**src/rtl/fetch_unit_if.sv**
```systemverilog
// Fetch unit bus bundle: instruction memory port, redirect strobe and decode handshake.
interface fetch_unit_if #(
  parameter int unsigned XLEN = 32
);
  logic            imem_req;
  logic [XLEN-1:0] imem_addr;
  logic            imem_ack;
  logic [31:0]     imem_data;
  logic            redirect;
  logic [XLEN-1:0] redirect_pc;
  logic            inst_valid;
  logic            inst_ready;
  logic [31:0]     inst;
  logic [XLEN-1:0] inst_pc;
  logic            misalign_err;

  modport master (
    output imem_req, imem_addr, inst_valid, inst, inst_pc, misalign_err,
    input  imem_ack, imem_data, redirect, redirect_pc, inst_ready
  );

  modport slave (
    input  imem_req, imem_addr, inst_valid, inst, inst_pc, misalign_err,
    output imem_ack, imem_data, redirect, redirect_pc, inst_ready
  );
endinterface

```
**src/rtl/fetch_unit.sv**
```systemverilog
// Instruction fetch unit with a DEPTH-entry prefetch buffer and redirect handling.
// Optional FETCH_MISALIGN_EN: misaligned redirects raise misalign_err and halt fetch.
module fetch_unit #(
  parameter int unsigned          XLEN     = 32,
  parameter int unsigned          DEPTH    = 4,
  parameter logic [XLEN-1:0]      RESET_PC = '0
) (
  input  logic          clk,
  input  logic          reset,
  fetch_unit_if.master  bus
);
  localparam int unsigned PW = (DEPTH > 1) ? $clog2(DEPTH) : 1;
  localparam int unsigned CW = PW + 1;

  localparam logic [1:0] S_IDLE = 2'd0;
  localparam logic [1:0] S_REQ  = 2'd1;
  localparam logic [1:0] S_DROP = 2'd2;

  logic [1:0]      state_q, state_d;
  logic [XLEN-1:0] fetch_pc_q, fetch_pc_d;
  logic [XLEN-1:0] stale_q, stale_d;
  logic [CW-1:0]   count_q, count_d;
  logic [PW-1:0]   wr_ptr_q, wr_ptr_d;
  logic [PW-1:0]   rd_ptr_q, rd_ptr_d;
  logic            misalign_q, misalign_d;

  logic [XLEN-1:0] pc_mem_q   [DEPTH];
  logic [31:0]     data_mem_q [DEPTH];

  logic            req_c, xfer_c, push_c, pop_c, halt_c, valid_c;
  logic [XLEN-1:0] redir_pc_c;

  assign req_c   = (state_q == S_REQ) || (state_q == S_DROP);
  assign valid_c = (count_q != '0);
  assign xfer_c  = req_c & bus.imem_ack;
  assign push_c  = (state_q == S_REQ) & xfer_c & ~bus.redirect;
  assign pop_c   = valid_c & bus.inst_ready & ~bus.redirect;
  assign halt_c  = misalign_d;

  assign bus.imem_req     = req_c;
  assign bus.imem_addr    = (state_q == S_DROP) ? stale_q : fetch_pc_q;
  assign bus.inst_valid   = valid_c;
  assign bus.inst         = data_mem_q[rd_ptr_q];
  assign bus.inst_pc      = pc_mem_q[rd_ptr_q];
  assign bus.misalign_err = misalign_q;

`ifdef FETCH_MISALIGN_EN
  assign redir_pc_c = bus.redirect_pc;
  assign misalign_d = bus.redirect ? (bus.redirect_pc[1:0] != 2'b00) : misalign_q;
`else
  logic unused_redir_lo;
  assign unused_redir_lo = ^bus.redirect_pc[1:0];
  assign redir_pc_c      = {bus.redirect_pc[XLEN-1:2], 2'b00};
  assign misalign_d      = 1'b0;
`endif

  // Next-state: redirect flushes the buffer and wins over any push/pop.
  always_comb begin
    state_d    = state_q;
    fetch_pc_d = fetch_pc_q;
    stale_d    = stale_q;
    count_d    = count_q;
    wr_ptr_d   = wr_ptr_q;
    rd_ptr_d   = rd_ptr_q;

    if (bus.redirect) begin
      count_d    = '0;
      wr_ptr_d   = '0;
      rd_ptr_d   = '0;
      fetch_pc_d = redir_pc_c;
    end else begin
      if (push_c) begin
        wr_ptr_d   = wr_ptr_q + PW'(1);
        fetch_pc_d = fetch_pc_q + XLEN'(4);
      end
      if (pop_c) begin
        rd_ptr_d = rd_ptr_q + PW'(1);
      end
      count_d = count_q + CW'(push_c) - CW'(pop_c);
    end

    case (state_q)
      S_IDLE: begin
        if (!halt_c && (count_d < CW'(DEPTH))) state_d = S_REQ;
      end
      S_REQ: begin
        // Outstanding request must still be answered; remember its address.
        if (bus.redirect && !bus.imem_ack) begin
          state_d = S_DROP;
          stale_d = fetch_pc_q;
        end else if (halt_c || (count_d == CW'(DEPTH))) begin
          state_d = S_IDLE;
        end
      end
      S_DROP: begin
        if (bus.imem_ack) state_d = halt_c ? S_IDLE : S_REQ;
      end
      default: state_d = S_IDLE;
    endcase
  end

  always_ff @(posedge clk or negedge reset) begin
    if (!reset) begin
      state_q    <= S_IDLE;
      fetch_pc_q <= RESET_PC;
      stale_q    <= RESET_PC;
      count_q    <= '0;
      wr_ptr_q   <= '0;
      rd_ptr_q   <= '0;
      misalign_q <= 1'b0;
    end else begin
      state_q    <= state_d;
      fetch_pc_q <= fetch_pc_d;
      stale_q    <= stale_d;
      count_q    <= count_d;
      wr_ptr_q   <= wr_ptr_d;
      rd_ptr_q   <= rd_ptr_d;
      misalign_q <= misalign_d;
    end
  end

  // Buffer storage needs no reset: contents are qualified by count.
  always_ff @(posedge clk) begin
    if (push_c) begin
      pc_mem_q[wr_ptr_q]   <= fetch_pc_q;
      data_mem_q[wr_ptr_q] <= bus.imem_data;
    end
  end
endmodule

```
**src/flat_wrapper.sv**
```systemverilog
// flat-port wrapper written by rule: the top's interface ports become plain ports
module fetch_unit_flat 
#(
  parameter int unsigned          XLEN     = 32,
  parameter int unsigned          DEPTH    = 4,
  parameter logic [XLEN-1:0]      RESET_PC = '0
)
  (clk, reset, bus_imem_req, bus_imem_addr, bus_inst_valid, bus_inst, bus_inst_pc, bus_misalign_err, bus_imem_ack, bus_imem_data, bus_redirect, bus_redirect_pc, bus_inst_ready);
  fetch_unit_if #(.XLEN(XLEN)) bus_i ();
  input  logic clk;
  input  logic reset;
  output wire logic [$bits(bus_i.imem_req)-1:0] bus_imem_req;
  output wire logic [$bits(bus_i.imem_addr)-1:0] bus_imem_addr;
  output wire logic [$bits(bus_i.inst_valid)-1:0] bus_inst_valid;
  output wire logic [$bits(bus_i.inst)-1:0] bus_inst;
  output wire logic [$bits(bus_i.inst_pc)-1:0] bus_inst_pc;
  output wire logic [$bits(bus_i.misalign_err)-1:0] bus_misalign_err;
  input wire logic [$bits(bus_i.imem_ack)-1:0] bus_imem_ack;
  input wire logic [$bits(bus_i.imem_data)-1:0] bus_imem_data;
  input wire logic [$bits(bus_i.redirect)-1:0] bus_redirect;
  input wire logic [$bits(bus_i.redirect_pc)-1:0] bus_redirect_pc;
  input wire logic [$bits(bus_i.inst_ready)-1:0] bus_inst_ready;
  assign bus_imem_req = bus_i.imem_req;
  assign bus_imem_addr = bus_i.imem_addr;
  assign bus_inst_valid = bus_i.inst_valid;
  assign bus_inst = bus_i.inst;
  assign bus_inst_pc = bus_i.inst_pc;
  assign bus_misalign_err = bus_i.misalign_err;
  assign bus_i.imem_ack = bus_imem_ack;
  assign bus_i.imem_data = bus_imem_data;
  assign bus_i.redirect = bus_redirect;
  assign bus_i.redirect_pc = bus_redirect_pc;
  assign bus_i.inst_ready = bus_inst_ready;
  fetch_unit #(.XLEN(XLEN), .DEPTH(DEPTH), .RESET_PC(RESET_PC)) u_core (.clk(clk), .reset(reset), .bus(bus_i));
endmodule
```
**config.mk**
```make
export PLATFORM = sky130hd
export DESIGN_NAME = fetch_unit_flat
export DESIGN_NICKNAME = d
export VERILOG_FILES = /design/src/rtl/fetch_unit_if.sv /design/src/rtl/fetch_unit.sv /design/src/flat_wrapper.sv
export SDC_FILE = /design/constraint.sdc
export NUM_CORES = 1
export LEC_CHECK = 0
export BUFFER_PORTS_ARGS = -buffer_cell sky130_fd_sc_hd__buf_2
export CORE_UTILIZATION = 60
export DETAILED_ROUTE_END_ITERATION = 10
export PLACE_DENSITY = 0.87
export RECOVER_POWER = 100
export SYNTH_ARGS = -nofsm -noshare
export SYNTH_HDL_FRONTEND = slang
export SYNTH_SLANG_ARGS = --single-unit
```
**constraint.sdc**
```tcl
create_clock -name clk -period 5.9 [get_ports clk]
set_input_delay 1.77 -clock clk [delete_from_list [all_inputs] [get_ports clk]]
set_output_delay 1.77 -clock clk [all_outputs]
set_load 0.02 [all_outputs]
```
After elaboration in Yosys (flattened, before gate mapping)
Memories as Yosys holds them, arrays and structs flattened.
Cells that the tools add are included.
{"block": "word_totals", "regBits": 73, "n_memories": 2, "mem_bits_rw": 256, "output_inout_bits": 99, "in_bits": 69, "wordCells": 50}
{"block": "op_classes", "n_eq_ne": 6, "n_lt_le_gt_ge": 1, "mux": 15, "n_reduce_logical": 9, "bitwise": 6, "addsub": 5}
{"name": "u_core.data_mem_q", "words": 4, "width": 32, "rd": 1, "rd_clocked_by_memory_dff": 0, "write_ports": 1, "line": "fetch_unit.sv:28", "source": "logic [31:0] data_mem_q [DEPTH];"}
{"name": "u_core.pc_mem_q", "words": 4, "width": 32, "rd": 1, "rd_clocked_by_memory_dff": 0, "write_ports": 1, "line": "fetch_unit.sv:27", "source": "logic [XLEN-1:0] pc_mem_q [DEPTH];"}
{"operator": "$mux W32", "count": 3}
{"operator": "$add A32 B3 Y32 const B", "count": 1}
{"operator": "$mux W2", "count": 8}
{"operator": "$pmux W2 S3", "count": 1}
{"operator": "$and A1 B1 Y1", "count": 5}
{"operator": "$add A2 B1 Y2 const B", "count": 2}
{"operator": "$reduce_bool A2 Y1", "count": 2}
{"operator": "$add A3 B1 Y3", "count": 1}
{"operator": "$eq A3 B3 Y1 const B", "count": 1}
{"operator": "$lt A3 B3 Y1 const B", "count": 1}
{"operator": "$mux W3", "count": 1}
{"operator": "$ne A3 B3 Y1 const B", "count": 1}
{"operator": "$reduce_and A3 Y1", "count": 1}
{"operator": "$reduce_bool A3 Y1", "count": 1}
{"operator": "$sub A3 B1 Y3", "count": 1}
{"operator": "$eq A2 B1 Y1 const B", "count": 1}
{"operator": "$eq A2 B2 Y1 const B", "count": 1}
{"operator": "$logic_not A2 Y1", "count": 1}
{"operator": "$mux W1", "count": 2}
{"operator": "$ne A2 B1 Y1 const B", "count": 1}
{"operator": "$ne A2 B2 Y1 const B", "count": 1}
{"operator": "$reduce_and A2 Y1", "count": 1}
{"operator": "$logic_and A1 B1 Y1", "count": 1}
{"operator": "$logic_not A1 Y1", "count": 1}
{"operator": "other kinds (2)", "count": 2}

Depth between registers and ports, before layout
Gate-level depths: netlist (run 1).
{"block": "depth", "depth_word": 12, "mapped_depth": 12, "mapped_depth_nobuf": 12}

Least setup slack after synthesis (run 1)
No wires, ideal clock.
{"block": "synth_path", "path_type": "in2reg", "from": "input port bus_redirect", "to": "register u_core.state_q[1]", "setup_time_ns": 0.135, "path_slack_ns": 1.437, "t_arrival_ns": 4.328, "n_path_buf": 2, "required_ns": 5.765, "path_stages": 12, "path_cell_list": "clkbuf_1 clkbuf_1 nor2_1 ha_1 inv_1 ha_1 inv_1 fa_1 xnor3_1 or4b_1 a221o_1 mux2i_1"}
{"block": "synth_via", "elab_chain_len": 8, "word_cells_on_any_way": 14, "classes_between": "add/sub: 2; order compare: 1; eq/ne: 3; mux: 3; bitwise: 3; reduce/logical: 2"}
{"element": "start: declaration", "line": "flat_wrapper.sv:20", "source": "input wire logic [$bits(bus_i.redirect)-1:0] bus_redirect;"}
{"element": "$not A1 Y1", "line": "fetch_unit.sv:36, fetch_unit.sv:37"}
{"element": "$and A1 B1 Y1", "line": "fetch_unit.sv:36", "source": "assign push_c = (state_q == S_REQ) & xfer_c & ~bus.redirect;"}
{"element": "$add A3 B1 Y3", "line": "fetch_unit.sv:79", "source": "count_d = count_q + CW'(push_c) - CW'(pop_c);"}
{"element": "$sub A3 B1 Y3", "line": "fetch_unit.sv:79"}
{"element": "$mux W3", "line": "fetch_unit.sv:66", "source": "if (bus.redirect) begin"}
{"element": "$lt A3 B3 Y1 or $eq A3 B3 Y1 (tied branches)", "line": "fetch_unit.sv:84, fetch_unit.sv:91"}
{"element": "$ne A2 B1 Y1 (no line) or $ne A3 B3 Y1 (tied branches)"}
{"element": "$reduce_and A3 Y1 (no line)"}
{"element": "end signal: assignment", "line": "fetch_unit.sv:112", "source": "state_q <= state_d;"}
{"element": "end: declaration", "line": "fetch_unit.sv:19", "source": "logic [1:0] state_q, state_d;"}
Several ways; a longest one is shown, not always the timed one.
A chain may end at the register's enable or synchronous reset.

Worst setup path in the final report (run 1)
{"block": "layout_path", "from": "register u_core.state_q[0]", "to": "output port bus_imem_addr[24]"}
{"block": "layout_via", "elab_chain_len": 2}
{"element": "$eq A2 B2 Y1", "line": "fetch_unit.sv:41", "source": "assign bus.imem_addr = (state_q == S_DROP) ? stale_q : fetch_pc_q;"}
{"element": "$mux W32", "line": "fetch_unit.sv:41"}
{"element": "end: declaration", "line": "flat_wrapper.sv:13", "source": "output wire logic [$bits(bus_i.imem_addr)-1:0] bus_imem_addr;"}
No other way between the ends.

==> results.md, run 1 <==
- Yosys reg bits: about 320
- CP startpoint kind: flop
- Placed insts: 1107
- Place WS: 1710 ps
- Clock Skews: roughly 9.3 ps
- Power Density: 434 mW/mm2
- Final ANT Viol Nets: 0
- Max-slew headroom: -43.4%
- DRC violations left: 2
- Critical-path top delay cell: ha_1
- Final period utilization: 84.2%
- Ports: 168
- Non-Filler Instances: 1169
- Antenna violations before repair: 0
- Final Critical Period: about 5000 ps
- Total Routing Usage GR: 24.4%
- EDFF count, synth: 248
- H-tree depth: 2
- Power, Total: 6.39 mW
- Clk_lat worst skew: 510 ps
- Final Util: 70.3%
- Vias: 7096
- Max-slew violation count: 469
- Routability-driven placement congestion ratio: 0.797
- Post-route setup slack: 930 ps
- Reg clk slew, reported paths: 60 ps
- CTS root buf: clkbuf_16
- Hpwl dp: 15.2 mm
- ANT cells: 0
- Least-Margin Pin Slew: approximately 2200 ps
- Drt wl/cell: 22.2 um
- TritonCTS buffer count: 34
- Leakage: between 4 and 5 nW
- Post-synthesis sequential area ratio: 71.6%
- Synth Area per Inst: 18.2 um2
- Max VDD drop: 0.000377 V
- Levels on crit path: 4
- Die Y: 148 um
- Delay-heaviest family, CP: adder cells
- Critical Path RT: 4130 ps
- Finished Cell Area: 0.0147 mm2
- Initial DRC count: 674
- Final WL: between 20 and 30 mm
- Hold Slack: 483 ps
- Die area: roughly 0.022 mm2
- Cts repair resizes: 0
- Worst hold path class: reg2reg
- Crit. End Element: output port
- Buffers on Ports: 160
- Placed instance area: about 0.014 mm2
- Largest net degree at the start of global routing: 63
- CTS Buffer Depth: 3
- Critical-path cell list: inv_1 -> ha_1 -> o21ai_0 -> clkbuf_1
- Die X: 148 um
- Grt total ovfl: 0
- Worst path bufs/invs: 2
- Crit-path max FO: 37
- Min-Delay Path Depth: 2
- Area grow syn2layout: 14.9%
- Async SR Flop Fraction: 21.8%
- Fmax: 201 MHz
- First-pass GRT wire length: 40.0 mm
- Hold buffer count at cts: 0
- Max Cap Viol: 10
- Initial cell density of the core: 61.2%
- Mapped Cells: 705
- Setup TNS: 0 ps
- Post-CTS Repair Setup Buffers: 0
- RSZ-0062 raised after global routing: no
- Vias per inst: between 6 and 7
- Status: finished with violations
- # nets final: ~950
- Core area: ~0.021 mm2
- CTS tree: done
- Synth warn: 0
- Worst Path Arrival: 3200 ps
- Vias in the first global route: 7271
- Rows: 53
- Fin. Hold Viols: 0
- Library cells used by synthesis: 47
- # setup viols final: 0
- CP max stage delay: 1360 ps
- CP Class: reg2out
- DR pass1 iterations: 8
- Failing checks: design-rule violations, max-capacitance violations, max-slew violations
- Mapped cell area: 0.0128 mm2
- Share of cells above drive strength 1: 23.6%
- Ys flop type: edfxtp_1
- Clock sinks: 317
- Cells on worst reg2reg path: 4
==> logic make-up (layout without fill, tap and decap cells) <==
kind of cell	Yosys count	after routing	synth area share, %
AO/OA/AOI/OAI	60	60	2.93
AND/OR/NAND/NOR	130	130	5.38
buffers and inverters	57	242	2.32
multiplexers	115	115	15.5
other	1	5	0.0293
XOR/XNOR	13	13	0.996
flip-flops	317	317	71.6
adder cells (fa/ha/maj)	12	12	1.23
==> sequential cells by signal (all words and copies together), names as in the netlist <==
name               count
u_core.data_mem_q    128
u_core.rd_ptr_q        2
u_core.wr_ptr_q        2
u_core.fetch_pc_q     30
u_core.stale_q        30
u_core.count_q         3
u_core.pc_mem_q      120
u_core.state_q         2
==> where the power goes <==
part	total (mW)	internal, mW	switching [mW]	leakage (nW)
Combinational	1.42	0.611	0.807	1.35
Clock	2.10	1.28	0.827	0.543
Sequential	2.87	2.65	0.220	3.06
==> area by class of cell <==
cell class	count	area (um2)
Timing Repair Buffer	167	688
Clock buffer	48	923
Clock inverter	14	186
Sequential cell	317	9180
Inverter	13	48.8
Fill cell	1423	6220
Tap cell	275	344
Multi-Input combinational cell	335	3360
==> synthesized netlist by cell type (7+ instances only) <==
| cell | n | area, um2 |
|---|---|---|
| a31oi_1 | 15 | 93.8 |
| dfrtp_1 | 69 | 1730 |
| ha_1 | 11 | 138 |
| nand3_1 | 17 | 85.1 |
| edfxtp_1 | 248 | 7450 |
| or3_1 | 7 | 43.8 |
| inv_1 | 13 | 48.8 |
| or4_1 | 14 | 105 |
| o21ai_0 | 24 | 120 |
| buf_1 | 10 | 37.5 |
| clkbuf_1 | 20 | 75.1 |
| and3_1 | 7 | 43.8 |
| nand2_1 | 33 | 124 |
| nand4_1 | 13 | 81.3 |
| mux4_2 | 62 | 1400 |
| nor2_1 | 25 | 93.8 |
| mux2_2 | 50 | 563 |
| o31ai_1 | 10 | 75.1 |
==> cell usage in the layout, fill, tap and decap left out, drive strengths merged, types with 15 or more instances in the layout <==
| cell type | instances |
|---|---|
| clkbuf | 171 |
| edfxtp | 248 |
| a31oi | 15 |
| buf | 44 |
| o21ai | 25 |
| dfrtp | 69 |
| mux4 | 62 |
| nand3 | 17 |
| nand2 | 33 |
| inv | 15 |
| nor2 | 25 |
| mux2 | 50 |
==> worst min-delay path: cells and delay by family, from the launching register on <==
kind / cells / cell delay, ps
flip-flops: 1 / 340
AO/OA/AOI/OAI: 1 / 60
AND/OR/NAND/NOR: 1 / 40
==> routing by layer <==
layer / global-route usage (%) / wire [um] / up-vias
li1: - / - / 3133
met5: 0 / 0 / -
met4: 6.60 / 541 / 0
met2: 41.7 / 13100 / 320
met3: 4.23 / 1770 / 44
met1: 32.8 / 10500 / 3599
==> final timing paths <==
path	from	endpoint	slack, ps
min in group asynchronous	reset	u_core.stale_q[15]	1760
hold reg to reg	u_core.stale_q[19]	u_core.stale_q[19]	480
hold / removal	u_core.stale_q[19]	u_core.stale_q[19]	480
setup / recovery	u_core.state_q[0]	bus_imem_addr[24]	930
setup reg to reg	u_core.state_q[0]	u_core.data_mem_q[2][15]	2500
max in group asynchronous	reset	u_core.fetch_pc_q[6]	1350
Power figures use the tool's default switching activity.
==> run 2, diff against run 1 <==
Settings changed: CORE_UTILIZATION 60 to 52, PLACE_DENSITY 0.87 to 0.81.
Clock period 5.9 ns to 4.2 ns, I/O delays scaled along.
==> run 2 against run 1 <==
Against the previous run: count of clock-buffer cells in the layout is 7 lower; die area is 15% higher; critical path type unchanged; first-iteration DRC count is 20% lower; the flow finishes with violations (max-capacitance violations, max-slew violations); sequential share of layout area is 0.13 points lower; global-route usage is 2.8 points lower; via count hardly changed; cell area is 0.23% higher; sequential cell count stayed put.
==> results.md, run 2 (synthesized netlist as in run 1, its figures left out) <==
- CTS root buf: clkbuf_16
- Total Routing Usage GR: 21.6%
- Grt total ovfl: 0
- Setup TNS: 0 ps
- Final Critical Period: 3890 ps
- Vias in the first global route: 7388
- CTS tree: done
- First-pass GRT wire length: 41.9 mm
- CTS Buffer Depth: 3
- Area grow syn2layout: 15.2%
- CP max stage delay: between 600 and 700 ps
- RSZ-0062 raised after global routing: no
- Clock sinks: 317
- Die X: 159 um
- Fmax: 257 MHz
- Levels on crit path: 5
- Post-CTS Repair Setup Buffers: 0
- Vias: 7093
- Max-slew violation count: 112
- Initial cell density of the core: 52.8%
- Max reg flops: 128
- Met3 GRT Util: approximately 4.5%
- Hpwl dp: 16.5 mm
- Fill count: 1852
- # setup viols final: 0
- H-tree depth: 1
- Power Density: 592 mW/mm2
- Ports: roughly 170
- Biggest regs: u_core.data_mem_q x128, u_core.pc_mem_q x120
- Vias per inst: 5.79
- Crit. End Element: output port
- Hold buffer count at cts: 0
- Critical-path cell list: inv_1 -> ha_2 -> clkbuf_1 -> mux2_2 -> clkbuf_1
- Fin. Hold Viols: 0
- Cell repeated most along the worst path: clkbuf_1
- Final period utilization: 92.6%
- Share of cells above drive strength 1: 24.5%
- Status: finished with violations
- Worst Path Arrival: 2630 ps
- R2R Setup Slk: ~990 ps
- CP Class: reg2out
- Commonest non-fill, non-tap cell in the layout: edfxtp_1
- Final WL: around 27 mm
- TritonCTS buffer count: 31
- Max Cap Viol: 2
- Antenna violations before repair: 1
- Clock Skews: between 10 and 15 ps
- Largest Register: u_core.data_mem_q
- Routability-driven placement congestion ratio: between 0.8 and 0.9
- Drt wl/cell: roughly 22 um
- DRC violations left: 0
- Rows: 57
- Max-slew headroom: -21.7%
- Least-Margin Pin Slew: 1830 ps
- Worst path bufs/invs: 3
- Max VDD drop: 0.000442 V
- Core area: around 0.024 mm2
- Clk_lat worst skew: 560 ps
- Crit-path max FO: 26
- Reg clk slew, reported paths: about 60 ps
- Failing checks: max-capacitance violations, max-slew violations
- Critical Path RT: 2940 ps
- Most frequent cells in the layout: edfxtp_1 (248), clkbuf_1 (129), dfrtp_1 (67), mux4_2 (62), mux2_2 (47)
- CP startpoint kind: flop
- # nets final: 956
- Met2 Use GR: 36.7%
- Delay-heaviest family, CP: adder cells
- Largest net degree at the start of global routing: 70
- Met1 Track Usage GR: 28.6%
- Initial DRC count: 542
- Buffers on Ports: 160
- Most used routing layer: met2
- Critical-path top delay cell: ha_2
- DR pass1 iterations: 5
- Leakage: 4.95 nW
- Worst hold path class: reg2reg
- Die area: 0.0253 mm2
- Final ANT Viol Nets: 0
- Cells on worst reg2reg path: 12
- Cts repair resizes: 0
- Power, Total: 8.74 mW
- Hold Slack: 483 ps
- Min-Delay Path Depth: 2
- Die Y: 159 um
[run 2: layer usage]
layer,part of all wire (%),wire length (um)
met1,41,10800
met5,0.034,9
met2,51,13500
met3,6.1,1640
met4,2.7,718
[run 2: layout make-up]
class	instances	area, um2	share of cell area (%)
Antenna cell	1	2.50	0.0169
Timing Repair Buffer	177	783	5.31
Clock inverter	16	139	0.941
Tap cell	324	405	2.75
Sequential cell	317	9180	62.2
Inverter	13	48.8	0.331
Multi-Input combinational cell	335	3360	22.8
Clock buffer	41	843	5.71
[run 2: worst register-to-register path, cell delays in order, from the launching register on]
cell and delay [ps]:
dfrtp_1 410, or3_1 400, nand2_1 120, nor2_1 60
ha_1 280, inv_1 70, ha_1 140, inv_1 50
fa_1 370, xnor3_1 200, or4b_1 470, a221o_1 350
mux2i_1 130
[run 2: path summary, 6_finish.rpt]
check	startpoint	endpoint
max	u_core.state_q[0]	bus_imem_addr[27]
min	u_core.stale_q[17]	u_core.stale_q[17]
max reg2reg	u_core.count_q[1]	u_core.state_q[1]
min reg2reg	u_core.stale_q[17]	u_core.stale_q[17]
max in group asynchronous	reset	u_core.rd_ptr_q[0]
min in group asynchronous	reset	u_core.stale_q[16]
[run 2: through the flow]
stage / cell area (um2) / std cells / utilization [%] / setup WS [ps]
floorplan: 12800 / 709 / - / 247
global placement: 14000 / 1166 / 57.8 / 550
detailed placement: 14000 / 1166 / 57.8 / 512
CTS: 15000 / 1223 / 61.9 / 361
global route: 14800 / 1223 / 60.9 / 163
finish: 14800 / 1224 / 60.9 / 311
[run 2: power by group]
group	internal, mW	total [mW]	switching (mW)
sequential	3.72	4.01	0.286
combinational	0.886	2.05	1.17
clock	1.53	2.68	1.15
